**src/rtl/ddr3_test_pkg.sv**
```systemverilog
// ddr3_test_pkg: shared FSM states, pattern mode encodings and LFSR constants for the DDR3 Avalon test engine
package ddr3_test_pkg;
  typedef logic [2:0] state_t;
  localparam state_t S_IDLE      = 3'd0;
  localparam state_t S_WAIT_CAL  = 3'd1;
  localparam state_t S_WRITE     = 3'd2;
  localparam state_t S_READ_REQ  = 3'd3;
  localparam state_t S_READ_DATA = 3'd4;
  localparam state_t S_FINISH    = 3'd5;
  typedef logic [1:0] mode_t;
  localparam mode_t MODE_ADDR = 2'd0;
  localparam mode_t MODE_LFSR = 2'd1;
  localparam mode_t MODE_WALK = 2'd2;
  localparam mode_t MODE_ALT  = 2'd3;
  // x^32 + x^22 + x^2 + x + 1, Galois form with the x^32 term implied
  localparam logic [31:0] LFSR_POLY = 32'h0040_0007;
  localparam logic [31:0] LFSR_SEED = 32'hACE1_ACE1;
  function automatic logic [31:0] lfsr_next(input logic [31:0] s);
    return {s[30:0], 1'b0} ^ (s[31] ? LFSR_POLY : 32'h0);
  endfunction
endpackage

```
**src/rtl/ddr3_test_patgen.sv**
```systemverilog
// ddr3_test_patgen: registered pattern source; clear loads beat 0, advance steps to the next beat index
module ddr3_test_patgen
  import ddr3_test_pkg::*;
#(
  parameter int DATA_W = 64
) (
  input  logic              clk,
  input  logic              rst,
  input  mode_t             i_mode,
  input  logic              i_clr,
  input  logic              i_adv,
  output logic [DATA_W-1:0] o_data
);
  logic [31:0]       r_n, r_lfsr, w_lfsr_nxt;
  logic [DATA_W-1:0] r_walk, r_data, w_walk_nxt;
  function automatic logic [DATA_W-1:0] f_pat(input mode_t m, input logic [31:0] n,
                                               input logic [31:0] lfsr, input logic [DATA_W-1:0] walk);
    logic [DATA_W-1:0] rep;
    for (int i = 0; i < DATA_W; i++) rep[i] = lfsr[i[4:0]];
    return m == MODE_ADDR ? DATA_W'(n) :
           m == MODE_LFSR ? rep :
           m == MODE_WALK ? walk : {DATA_W{~n[0]}};
  endfunction
  always_comb begin
    w_lfsr_nxt = lfsr_next(r_lfsr);
    w_walk_nxt = {r_walk[DATA_W-2:0], r_walk[DATA_W-1]};
  end
  always_ff @(posedge clk or posedge rst) begin
    if (rst) begin
      r_n    <= '0;
      r_lfsr <= '0;
      r_walk <= '0;
      r_data <= '0;
    end else if (i_clr) begin
      r_n    <= '0;
      r_lfsr <= LFSR_SEED;
      r_walk <= DATA_W'(1);
      r_data <= f_pat(i_mode, 32'd0, LFSR_SEED, DATA_W'(1));
    end else if (i_adv) begin
      r_n    <= r_n + 32'd1;
      r_lfsr <= w_lfsr_nxt;
      r_walk <= w_walk_nxt;
      r_data <= f_pat(i_mode, r_n + 32'd1, w_lfsr_nxt, w_walk_nxt);
    end
  end
  assign o_data = r_data;
endmodule

```
**src/rtl/ddr3_avl_test_engine.sv**
```systemverilog
// ddr3_avl_test_engine: write-all/read-back Avalon burst tester for a DDR3 EMIF.
// Define DDR3_TEST_ERR_INJECT_EN to add inject_err, which flips bit 0 of the first write beat.
module ddr3_avl_test_engine
  import ddr3_test_pkg::*;
#(
  parameter int DATA_W    = 64,
  parameter int ADDR_W    = 25,
  parameter int BURST_LEN = 8
) (
  input  logic                clk_clk,
  input  logic                reset_reset,
  input  logic                local_init_done,
  input  logic                local_cal_success,
  input  logic                local_cal_fail,
  input  logic                start,
  input  logic [1:0]          mode,
  input  logic [ADDR_W-1:0]   base_addr,
  input  logic [15:0]         num_bursts,
`ifdef DDR3_TEST_ERR_INJECT_EN
  input  logic                inject_err,
`endif
  output logic [ADDR_W-1:0]   avm_address,
  output logic                avm_read,
  output logic                avm_write,
  output logic [DATA_W-1:0]   avm_writedata,
  output logic [DATA_W/8-1:0] avm_byteenable,
  output logic [6:0]          avm_burstcount,
  input  logic                avm_waitrequest,
  input  logic [DATA_W-1:0]   avm_readdata,
  input  logic                avm_readdatavalid,
  output logic                busy,
  output logic                done,
  output logic                pass,
  output logic                fail,
  output logic                cal_err,
  output logic [15:0]         err_count,
  output logic [ADDR_W-1:0]   first_err_addr
);
  localparam logic [6:0]        BL7  = 7'(BURST_LEN);
  localparam logic [ADDR_W-1:0] BL_A = ADDR_W'(BURST_LEN);
  state_t              r_state;
  mode_t               r_mode;
  logic [ADDR_W-1:0]   r_base, r_addr, r_first;
  logic [15:0]         r_num, r_burst, r_err, w_err_nxt;
  logic [6:0]          r_beat, r_bc;
  logic [DATA_W/8-1:0] r_be;
  logic                r_write, r_read, r_busy, r_done, r_pass, r_fail, r_cal_err;
  logic                w_cal_ok, w_abort, w_clr, w_wacc, w_racc, w_rvld, w_mis, w_last_beat, w_last_burst;
  logic [DATA_W-1:0]   w_wr_pat, w_exp;
  always_comb begin
    w_cal_ok     = local_init_done & local_cal_success;
    w_abort      = (r_state == S_WRITE || r_state == S_READ_REQ || r_state == S_READ_DATA) && !w_cal_ok;
    w_clr        = r_state == S_WAIT_CAL;
    w_wacc       = r_state == S_WRITE && r_write && !avm_waitrequest;
    w_racc       = r_state == S_READ_REQ && r_read && !avm_waitrequest;
    w_rvld       = r_state == S_READ_DATA && avm_readdatavalid;
    w_mis        = w_rvld && avm_readdata != w_exp;
    w_err_nxt    = r_err + {15'd0, w_mis && r_err != 16'hFFFF};
    w_last_beat  = r_beat == BL7 - 7'd1;
    w_last_burst = r_burst == r_num - 16'd1;
  end
  ddr3_test_patgen #(.DATA_W(DATA_W)) u_wr_gen (
    .clk(clk_clk), .rst(reset_reset), .i_mode(r_mode), .i_clr(w_clr), .i_adv(w_wacc), .o_data(w_wr_pat)
  );
  ddr3_test_patgen #(.DATA_W(DATA_W)) u_chk_gen (
    .clk(clk_clk), .rst(reset_reset), .i_mode(r_mode), .i_clr(w_clr), .i_adv(w_rvld), .o_data(w_exp)
  );
  always_ff @(posedge clk_clk or posedge reset_reset) begin
    if (reset_reset) begin
      r_state   <= S_IDLE;
      r_mode    <= MODE_ADDR;
      r_base    <= '0;
      r_addr    <= '0;
      r_first   <= '0;
      r_num     <= '0;
      r_burst   <= '0;
      r_err     <= '0;
      r_beat    <= '0;
      r_bc      <= '0;
      r_be      <= '0;
      r_write   <= 1'b0;
      r_read    <= 1'b0;
      r_busy    <= 1'b0;
      r_done    <= 1'b0;
      r_pass    <= 1'b0;
      r_fail    <= 1'b0;
      r_cal_err <= 1'b0;
    end else if (w_abort) begin
      r_state   <= S_FINISH;
      r_write   <= 1'b0;
      r_read    <= 1'b0;
      r_busy    <= 1'b0;
      r_done    <= 1'b1;
      r_pass    <= 1'b0;
      r_fail    <= 1'b1;
      r_cal_err <= 1'b1;
    end else begin
      case (r_state)
        S_IDLE, S_FINISH: if (start) begin
          r_state   <= S_WAIT_CAL;
          r_mode    <= mode;
          r_base    <= base_addr;
          r_num     <= num_bursts;
          r_err     <= '0;
          r_first   <= '0;
          r_done    <= 1'b0;
          r_pass    <= 1'b0;
          r_fail    <= 1'b0;
          r_cal_err <= 1'b0;
          r_busy    <= 1'b1;
          r_be      <= '1;
          r_bc      <= BL7;
        end
        S_WAIT_CAL: if (w_cal_ok) begin
          r_addr  <= r_base;
          r_beat  <= '0;
          r_burst <= '0;
          r_state <= r_num == 16'd0 ? S_FINISH : S_WRITE;
          r_write <= r_num != 16'd0;
          r_busy  <= r_num != 16'd0;
          r_done  <= r_num == 16'd0;
          r_pass  <= r_num == 16'd0;
        end else if (local_cal_fail) begin
          r_state   <= S_FINISH;
          r_busy    <= 1'b0;
          r_done    <= 1'b1;
          r_fail    <= 1'b1;
          r_cal_err <= 1'b1;
        end
        S_WRITE: if (w_wacc) begin
          r_beat <= w_last_beat ? 7'd0 : r_beat + 7'd1;
          if (w_last_beat && w_last_burst) begin
            r_state <= S_READ_REQ;
            r_write <= 1'b0;
            r_read  <= 1'b1;
            r_addr  <= r_base;
            r_burst <= '0;
          end else if (w_last_beat) begin
            r_addr  <= r_addr + BL_A;
            r_burst <= r_burst + 16'd1;
          end
        end
        S_READ_REQ: if (w_racc) begin
          r_read  <= 1'b0;
          r_state <= S_READ_DATA;
        end
        S_READ_DATA: begin
          r_err <= w_err_nxt;
          if (w_mis && r_err == 16'd0) r_first <= r_addr + ADDR_W'(r_beat);
          if (w_rvld) begin
            r_beat <= w_last_beat ? 7'd0 : r_beat + 7'd1;
            if (w_last_beat && w_last_burst) begin
              r_state <= S_FINISH;
              r_busy  <= 1'b0;
              r_done  <= 1'b1;
              r_pass  <= w_err_nxt == 16'd0;
              r_fail  <= w_err_nxt != 16'd0;
            end else if (w_last_beat) begin
              r_state <= S_READ_REQ;
              r_read  <= 1'b1;
              r_addr  <= r_addr + BL_A;
              r_burst <= r_burst + 16'd1;
            end
          end
        end
        default: r_state <= S_IDLE;
      endcase
    end
  end
`ifdef DDR3_TEST_ERR_INJECT_EN
  logic r_inj;
  always_ff @(posedge clk_clk or posedge reset_reset) begin
    if (reset_reset) r_inj <= 1'b0;
    else if ((r_state == S_IDLE || r_state == S_FINISH) && start) r_inj <= inject_err;
    else if (w_wacc) r_inj <= 1'b0;
  end
  assign avm_writedata = w_wr_pat ^ DATA_W'(r_inj);
`else
  assign avm_writedata = w_wr_pat;
`endif
  assign avm_address    = r_addr;
  assign avm_read       = r_read;
  assign avm_write      = r_write;
  assign avm_byteenable = r_be;
  assign avm_burstcount = r_bc;
  assign busy           = r_busy;
  assign done           = r_done;
  assign pass           = r_pass;
  assign fail           = r_fail;
  assign cal_err        = r_cal_err;
  assign err_count      = r_err;
  assign first_err_addr = r_first;
endmodule

```
**config.mk**
```make
export PLATFORM = sky130hd
export DESIGN_NAME = ddr3_avl_test_engine
export DESIGN_NICKNAME = d
export VERILOG_FILES = /design/src/rtl/ddr3_test_pkg.sv /design/src/rtl/ddr3_test_patgen.sv /design/src/rtl/ddr3_avl_test_engine.sv
export SDC_FILE = /design/constraint.sdc
export NUM_CORES = 1
export LEC_CHECK = 0
export CAP_MARGIN = 0
export CORE_MARGIN = 8
export CORE_UTILIZATION = 25
export CTS_BUF_LIST = sky130_fd_sc_hd__clkbuf_16
export DETAILED_ROUTE_END_ITERATION = 10
export GPL_TIMING_DRIVEN = 0
export SYNTH_ARGS = -nofsm -noshare
export SYNTH_HDL_FRONTEND = slang
export SYNTH_SLANG_ARGS = --single-unit
```
**constraint.sdc**
```tcl
create_clock -name clk_clk -period 40.8 [get_ports clk_clk]
set_input_delay 6.12 -clock clk_clk [delete_from_list [all_inputs] [get_ports clk_clk]]
set_output_delay 6.12 -clock clk_clk [all_outputs]
set_load 0.05 [all_outputs]
```
[Yosys cells after proc, flatten, opt, wreduce, memory -nomap -nowiden]
Index checks and enable logic that the tools add are counted.
Word-level totals
  memories: 0
  latch bits: 0
  RAM bits: 0
  logic and storage cells: 212
  ROM bits: 0
  flip-flop bits (word level): 528
Operators by class
  reduce and logical (&&, ||, !) cells: 42
  mux-type cells: 100
  equal/unequal tests: 30
  bitwise operators: 6
  order comparisons: 0
  shifts and indexed selects: 0
  divide/modulo/power cells: 0
  add/sub/neg operators: 8
  $mul: 0
Operators with widths (number)
  $mux 64: 17
  $mux 32: 8
  $mux 25: 8
  $mux 16: 7
  $pmux 25 s3: 1
  $add 32x1->32 const B: 2
  $ne 64x64->1: 1
  $xor 32x32->32: 2
  $pmux 25 s2: 1
  $logic_not 16->1: 3
  $pmux 16 s3: 1
  $mux 23: 2
  $mux 3: 11
  $pmux 16 s2: 1
  $reduce_bool 16->1: 2
  $mux 1: 30
  $mux 7: 4
  $add 25x4->25 const B: 1
  $add 25x7->25: 1
  $ne 3x3->1 const B: 7
  $pmux 7 s3: 1
  $add 16x1->16: 1
  $add 16x1->16 const B: 1
  $eq 16x16->1: 1
  33 further kinds: 72

[Logic depth before layout (Yosys ltp)]
  depth after elaboration: 10
  depth in mapped cells: 17

[Modules after synthesis]
A second synthesis with hierarchy kept.
Unflattened totals
  cell total of the unflattened synthesis: 3171
  area total of the unflattened synthesis: 28836.4 µm²
Modules (own cells, without submodules)
  ddr3_test_patgen at u_wr_gen: instances 1, seq. area each 4804.6 µm², area an instance 9721.8 µm², cells each 1032
  ddr3_test_patgen at u_chk_gen: instances 1, seq. area each 4804.6 µm², area an instance 9649.3 µm², cells each 1011
  ddr3_avl_test_engine: instances 1, seq. area each 3578.4 µm², area an instance 9465.3 µm², cells each 1128

[Worst setup path after synthesis]
OpenSTA, ideal clock, no wires.
  path kind: input -> register
  start point: input port avm_readdata[5]
  end point: register r_pass (netlist: pass)
  stages on the path: 16
  setup time: 67 ps
  arrival time: 8765 ps
  path slack: 31969 ps
  required time: 40733 ps
  cell sequence: xor2_1 -> nor4_1 -> nand4_1 -> nor4_1 -> nor2_1 -> o31a_1 -> ha_1 -> ha_1 -> nand2_1 -> nand2_1 -> mux2_2 -> o22ai_1 -> nand4_1 -> or2_2 -> o22ai_1 -> mux2_2
Between the ends
  cells in the longest elaborated chain, start to end: 9
Ends and longest elaborated chain
  start: declaration: RTL line ddr3_avl_test_engine.sv:29  | input logic [DATA_W-1:0] avm_readdata,
  $ne 64x64->1: RTL line ddr3_avl_test_engine.sv:57  | w_mis = w_rvld && avm_readdata != w_exp;
  $logic_and 1x1->1: RTL line ddr3_avl_test_engine.sv:57
  $logic_and 1x1->1: RTL line ddr3_avl_test_engine.sv:58  | w_err_nxt = r_err + {15'd0, w_mis && r_err != 16'hFFFF};
  $add 16x1->16: RTL line ddr3_avl_test_engine.sv:58
  $logic_not 16->1: RTL line ddr3_avl_test_engine.sv:156  | r_pass <= w_err_nxt == 16'd0;
  $mux 1: RTL line ddr3_avl_test_engine.sv:152  | if (w_last_beat && w_last_burst) begin
  $mux 1: RTL line ddr3_avl_test_engine.sv:150  | if (w_rvld) begin
  $pmux 1 s3: RTL line ddr3_avl_test_engine.sv:98  | case (r_state)
  $mux 1: RTL line ddr3_avl_test_engine.sv:88  | end else if (w_abort) begin
  end signal: assignment: RTL line ddr3_avl_test_engine.sv:85  | r_pass <= 1'b0;
  end signal: assignment: RTL line ddr3_avl_test_engine.sv:94  | r_pass <= 1'b0;
  end signal: assignment: RTL line ddr3_avl_test_engine.sv:156
  end: declaration: RTL line ddr3_avl_test_engine.sv:47  | logic r_write, r_read, r_busy, r_done, r_pass, r_fail, r_cal_err;
Every way passes these cells. The select of a mux whose other input is x is not followed.
A chain may end at the register's enable or synchronous reset.

[Worst setup path after layout]
  start point: input port avm_readdata[12]
  end point: register r_pass (netlist: pass)
The elaborated chain is that of the path after synthesis.

==> results_dict.tcl <==
set metrics [dict create \
    grt_start_max_net_pins 123 \
    clk_latency_ps 690 \
    grtUsageTotal_pct 18.56 \
    setup_tns_ps 0 \
    maxCapViolCount 0 \
    clk_pin_slew_ps 70 \
    root_buffer "clkbuf_16" \
    core_area_mm2 0.1110 \
    fmax_mhz 101.0 \
    end_kind "flip-flop" \
    final-hold-violation-count 0 \
    status "complete, no violations" \
    layout.nets 3662 \
    drtIter0Drc 3073 \
    routed_wl_um 119200 \
    cts_hold_buf 0 \
    irDropWorstVdd_mv 0.04916 \
    synthTopCellsByCount "nand2_1 (532), dfrtp_1 (527), o21ai_0 (386)" \
    syn_area_per_cell_um2 8.761 \
    placementRows 122 \
    num_vias 26571 \
    synth-edff-count 0 \
    cp_max_fo 8 \
    synth_seq_cells 527 \
    multi_input_area_mm2 0.01349 \
    rsz0062_at_grt "no" \
    cpMaxStageDelayCell "nor4_1" \
    fin_crit_ps 9898 \
    io_pins 267 \
    critical_path_class "primary input to flip-flop" \
    regArea_mm2 0.01319 \
    area_growth_pct 23.55 \
    finalSetupViolCount 0 \
    routed_via_density 5.240 \
    ys_top_cells_by_area "dfrtp_1 (47%), nand2_1 (7.1%), o21ai_0 (6.9%), xor2_1 (3.6%), nand3_1 (3.1%)" \
    numCtsBuffers 60 \
    start_kind "primary input" \
    cts.sinks 527 \
    drt_pass1_iterations 6 \
    dieArea_mm2 0.1230 \
    wl_per_cell_um 23.50 \
    yosysMostFrequentCell "nand2_1" \
    cts_max_level 2 \
    report.final.slew_viol_count 0 \
    clk_path_buf_depth 3 \
    fin_crit_sh_pct 24.26 \
    path_cells "clkdlybuf4s50_1, xor2_1, nor4_1, nand4_1, nor4_1, nor2_1, o31a_1, ha_1, ha_1, nand2_1, nor3_1, or3_1, o21ai_0, o2111ai_1, or2_2, o22ai_1, mux2_2" \
    p_total_mw 2.545 \
    io_buffers 260 \
    yosys.area.top_type_share_pct 47.09 \
    synth_ff_type "dfrtp_1" \
    cts_tree "built" \
    powerDensity_mw_per_mm2 73.55 \
    ys_warn_count 0 \
    yosysTopAreaCell "dfrtp_1" \
    total_leakage_power_nw 14.03 \
    ant_nets 0 \
    drive_gt1_share_pct 5.725 \
    fillCellCount 11689 \
    netlist_area_mm2 0.02801 \
    ys_seq_area_share_pct 47.09 \
    antenna_found_initial 6 \
    synthArstFlopShare_pct 100.0 \
    syn_inst 3197 \
    initial_utilization_pct 25.24 \
    hpwl_um 89880 \
    crit_arrival_ps 10480 \
    globalRouteOverflowTotal 0 \
    die_w_um 350.7 \
    drc 0 \
    cts_resized 0 \
    place_congestion 0.9716 \
    grt_pass1_wl_um 173100 \
    critPathMaxStageDelay_ps 540 \
    critical_path_required_ps 41380 \
    final.setup_skew_ps 58.68 \
    synth.distinct_cells 83 \
    max_slew_margin_pct 27.12 \
    tightest_slew_ps 1089 \
    grt_pass1_vias 25644 \
    die_h_um 350.7 \
    postCtsSetupRepairBufs 0 \
    holdCritPathClass "flip-flop to flip-flop" \
]
==> registers in the layout (all words and copies together), names as in the netlist, 2 cells and up <==
signal	cells
r_num	16
r_base	25
u_chk_gen.r_n	32
u_chk_gen.r_lfsr	32
u_chk_gen.o_data	64
u_wr_gen.r_lfsr	32
r_mode	2
r_state	3
u_wr_gen.r_walk	64
u_wr_gen.r_n	32
first_err_addr	25
err_count	16
r_beat	7
u_chk_gen.r_walk	64
avm_address	25
r_burst	16
u_wr_gen.o_data	64
==> critical path, delay by kind of cell <==
kind	cells	cell delay (ps)
compound gates	4	640
xor+xnor	1	160
fa+ha+maj	2	460
buf+inv	1	450
mux	1	180
simple gates	8	2490
==> per-stage QoR <==
stage / cells / utilization, % / hold WS, ps / area, um2 / worst slack [ps]
after floorplan: 3202 / - / 434.8 / 28030 / 19950
after global placement: 4950 / 29.28 / 449.0 / 32490 / 12480
after detailed placement: 4956 / 29.43 / 450.9 / 32660 / 30190
after CTS: 5069 / 31.18 / 460.4 / 34600 / 30860
after global routing: 5070 / 31.18 / 497.1 / 34600 / 30670
final: 5071 / 31.18 / 444.8 / 34600 / 30900
==> final timing paths <==
check / startpoint / end / slack (ps) / cells after the start
max: avm_readdata[12] / pass / 30900 / 17
min: u_wr_gen.r_walk[19] / u_wr_gen.r_walk[20] / 440 / 2
max reg2reg: r_state[2] / pass / 35460 / 16
min reg2reg: u_wr_gen.r_walk[19] / u_wr_gen.r_walk[20] / 440 / 2
max in group asynchronous: reset_reset / u_chk_gen.o_data[6] / 32800 / 6
min in group asynchronous: reset_reset / r_num[7] / 5820 / 2
==> area by class of cell <==
type	count	area share, %
Multi-Input combinational cell	2334	38.98
Tap cell	1488	5.380
Antenna cell	2	0.01446
Buffer	264	3.110
Inverter	77	0.8570
Sequential cell	527	38.11
Clock buffer	61	4.411
Timing Repair Buffer	266	7.940
Clock inverter	52	1.197
==> cells by family (layout without fill, tap and decap cells) <==
family | count (synthesis) | in the layout | synth area share, %
AOI/OAI and AO/OA | 864 | 864 | 18.99
xor gates and xnor gates | 189 | 189 | 5.910
adders and majority gates | 17 | 17 | 0.7862
buffers and inverters | 341 | 720 | 4.874
DFF | 527 | 527 | 47.09
muxes | 58 | 58 | 2.520
other | 1 | 8 | 0.01339
and+or+nand+nor | 1200 | 1200 | 19.82
==> where the power goes <==
group          switching, mW  internal (mW)  leakage [nW]  total, mW
clock network          0.248          0.298         0.965      0.547
registers              0.123          0.649          6.75      0.772
logic                  0.863          0.364          6.31       1.23
total                   1.23           1.31          14.0       2.55
==> metal layers <==
| layer | share of wire [%] | vias to the layer above | global-route usage, % |
|---|---|---|---|
| li1 | - | 11935 | - |
| met1 | 42 | 13136 | 24.94 |
| met2 | 45 | 1247 | 28.66 |
| met3 | 8.3 | 253 | 3.716 |
| met4 | 5.0 | 0 | 8.672 |
| met5 | 0 | - | 0 |
==> cell usage in the layout, fill, tap and decap left out, types with 18 or more instances in the layout <==
cell	netlist	final
a21oi_1	150	150
a221oi_1	20	20
a22o_1	29	29
a22oi_1	31	31
a31oi_1	18	18
and3_1	36	36
buf_1	23	23
buf_4	18	19
clkbuf_1	214	214
clkbuf_16	0	61
clkdlybuf4s50_1	0	260
dfrtp_1	527	527
inv_1	77	85
mux2_2	49	49
nand2_1	532	532
nand3_1	172	172
nand4_1	40	40
nor2_1	193	193
nor2b_1	43	43
nor3_1	51	51
nor4_1	36	36
o21a_1	32	32
o21ai_0	386	386
o22a_1	19	19
o22ai_1	19	19
o31ai_1	54	54
or3_1	24	24
xnor2_1	74	74
xor2_1	115	115
Power figures use the tool's default switching activity.
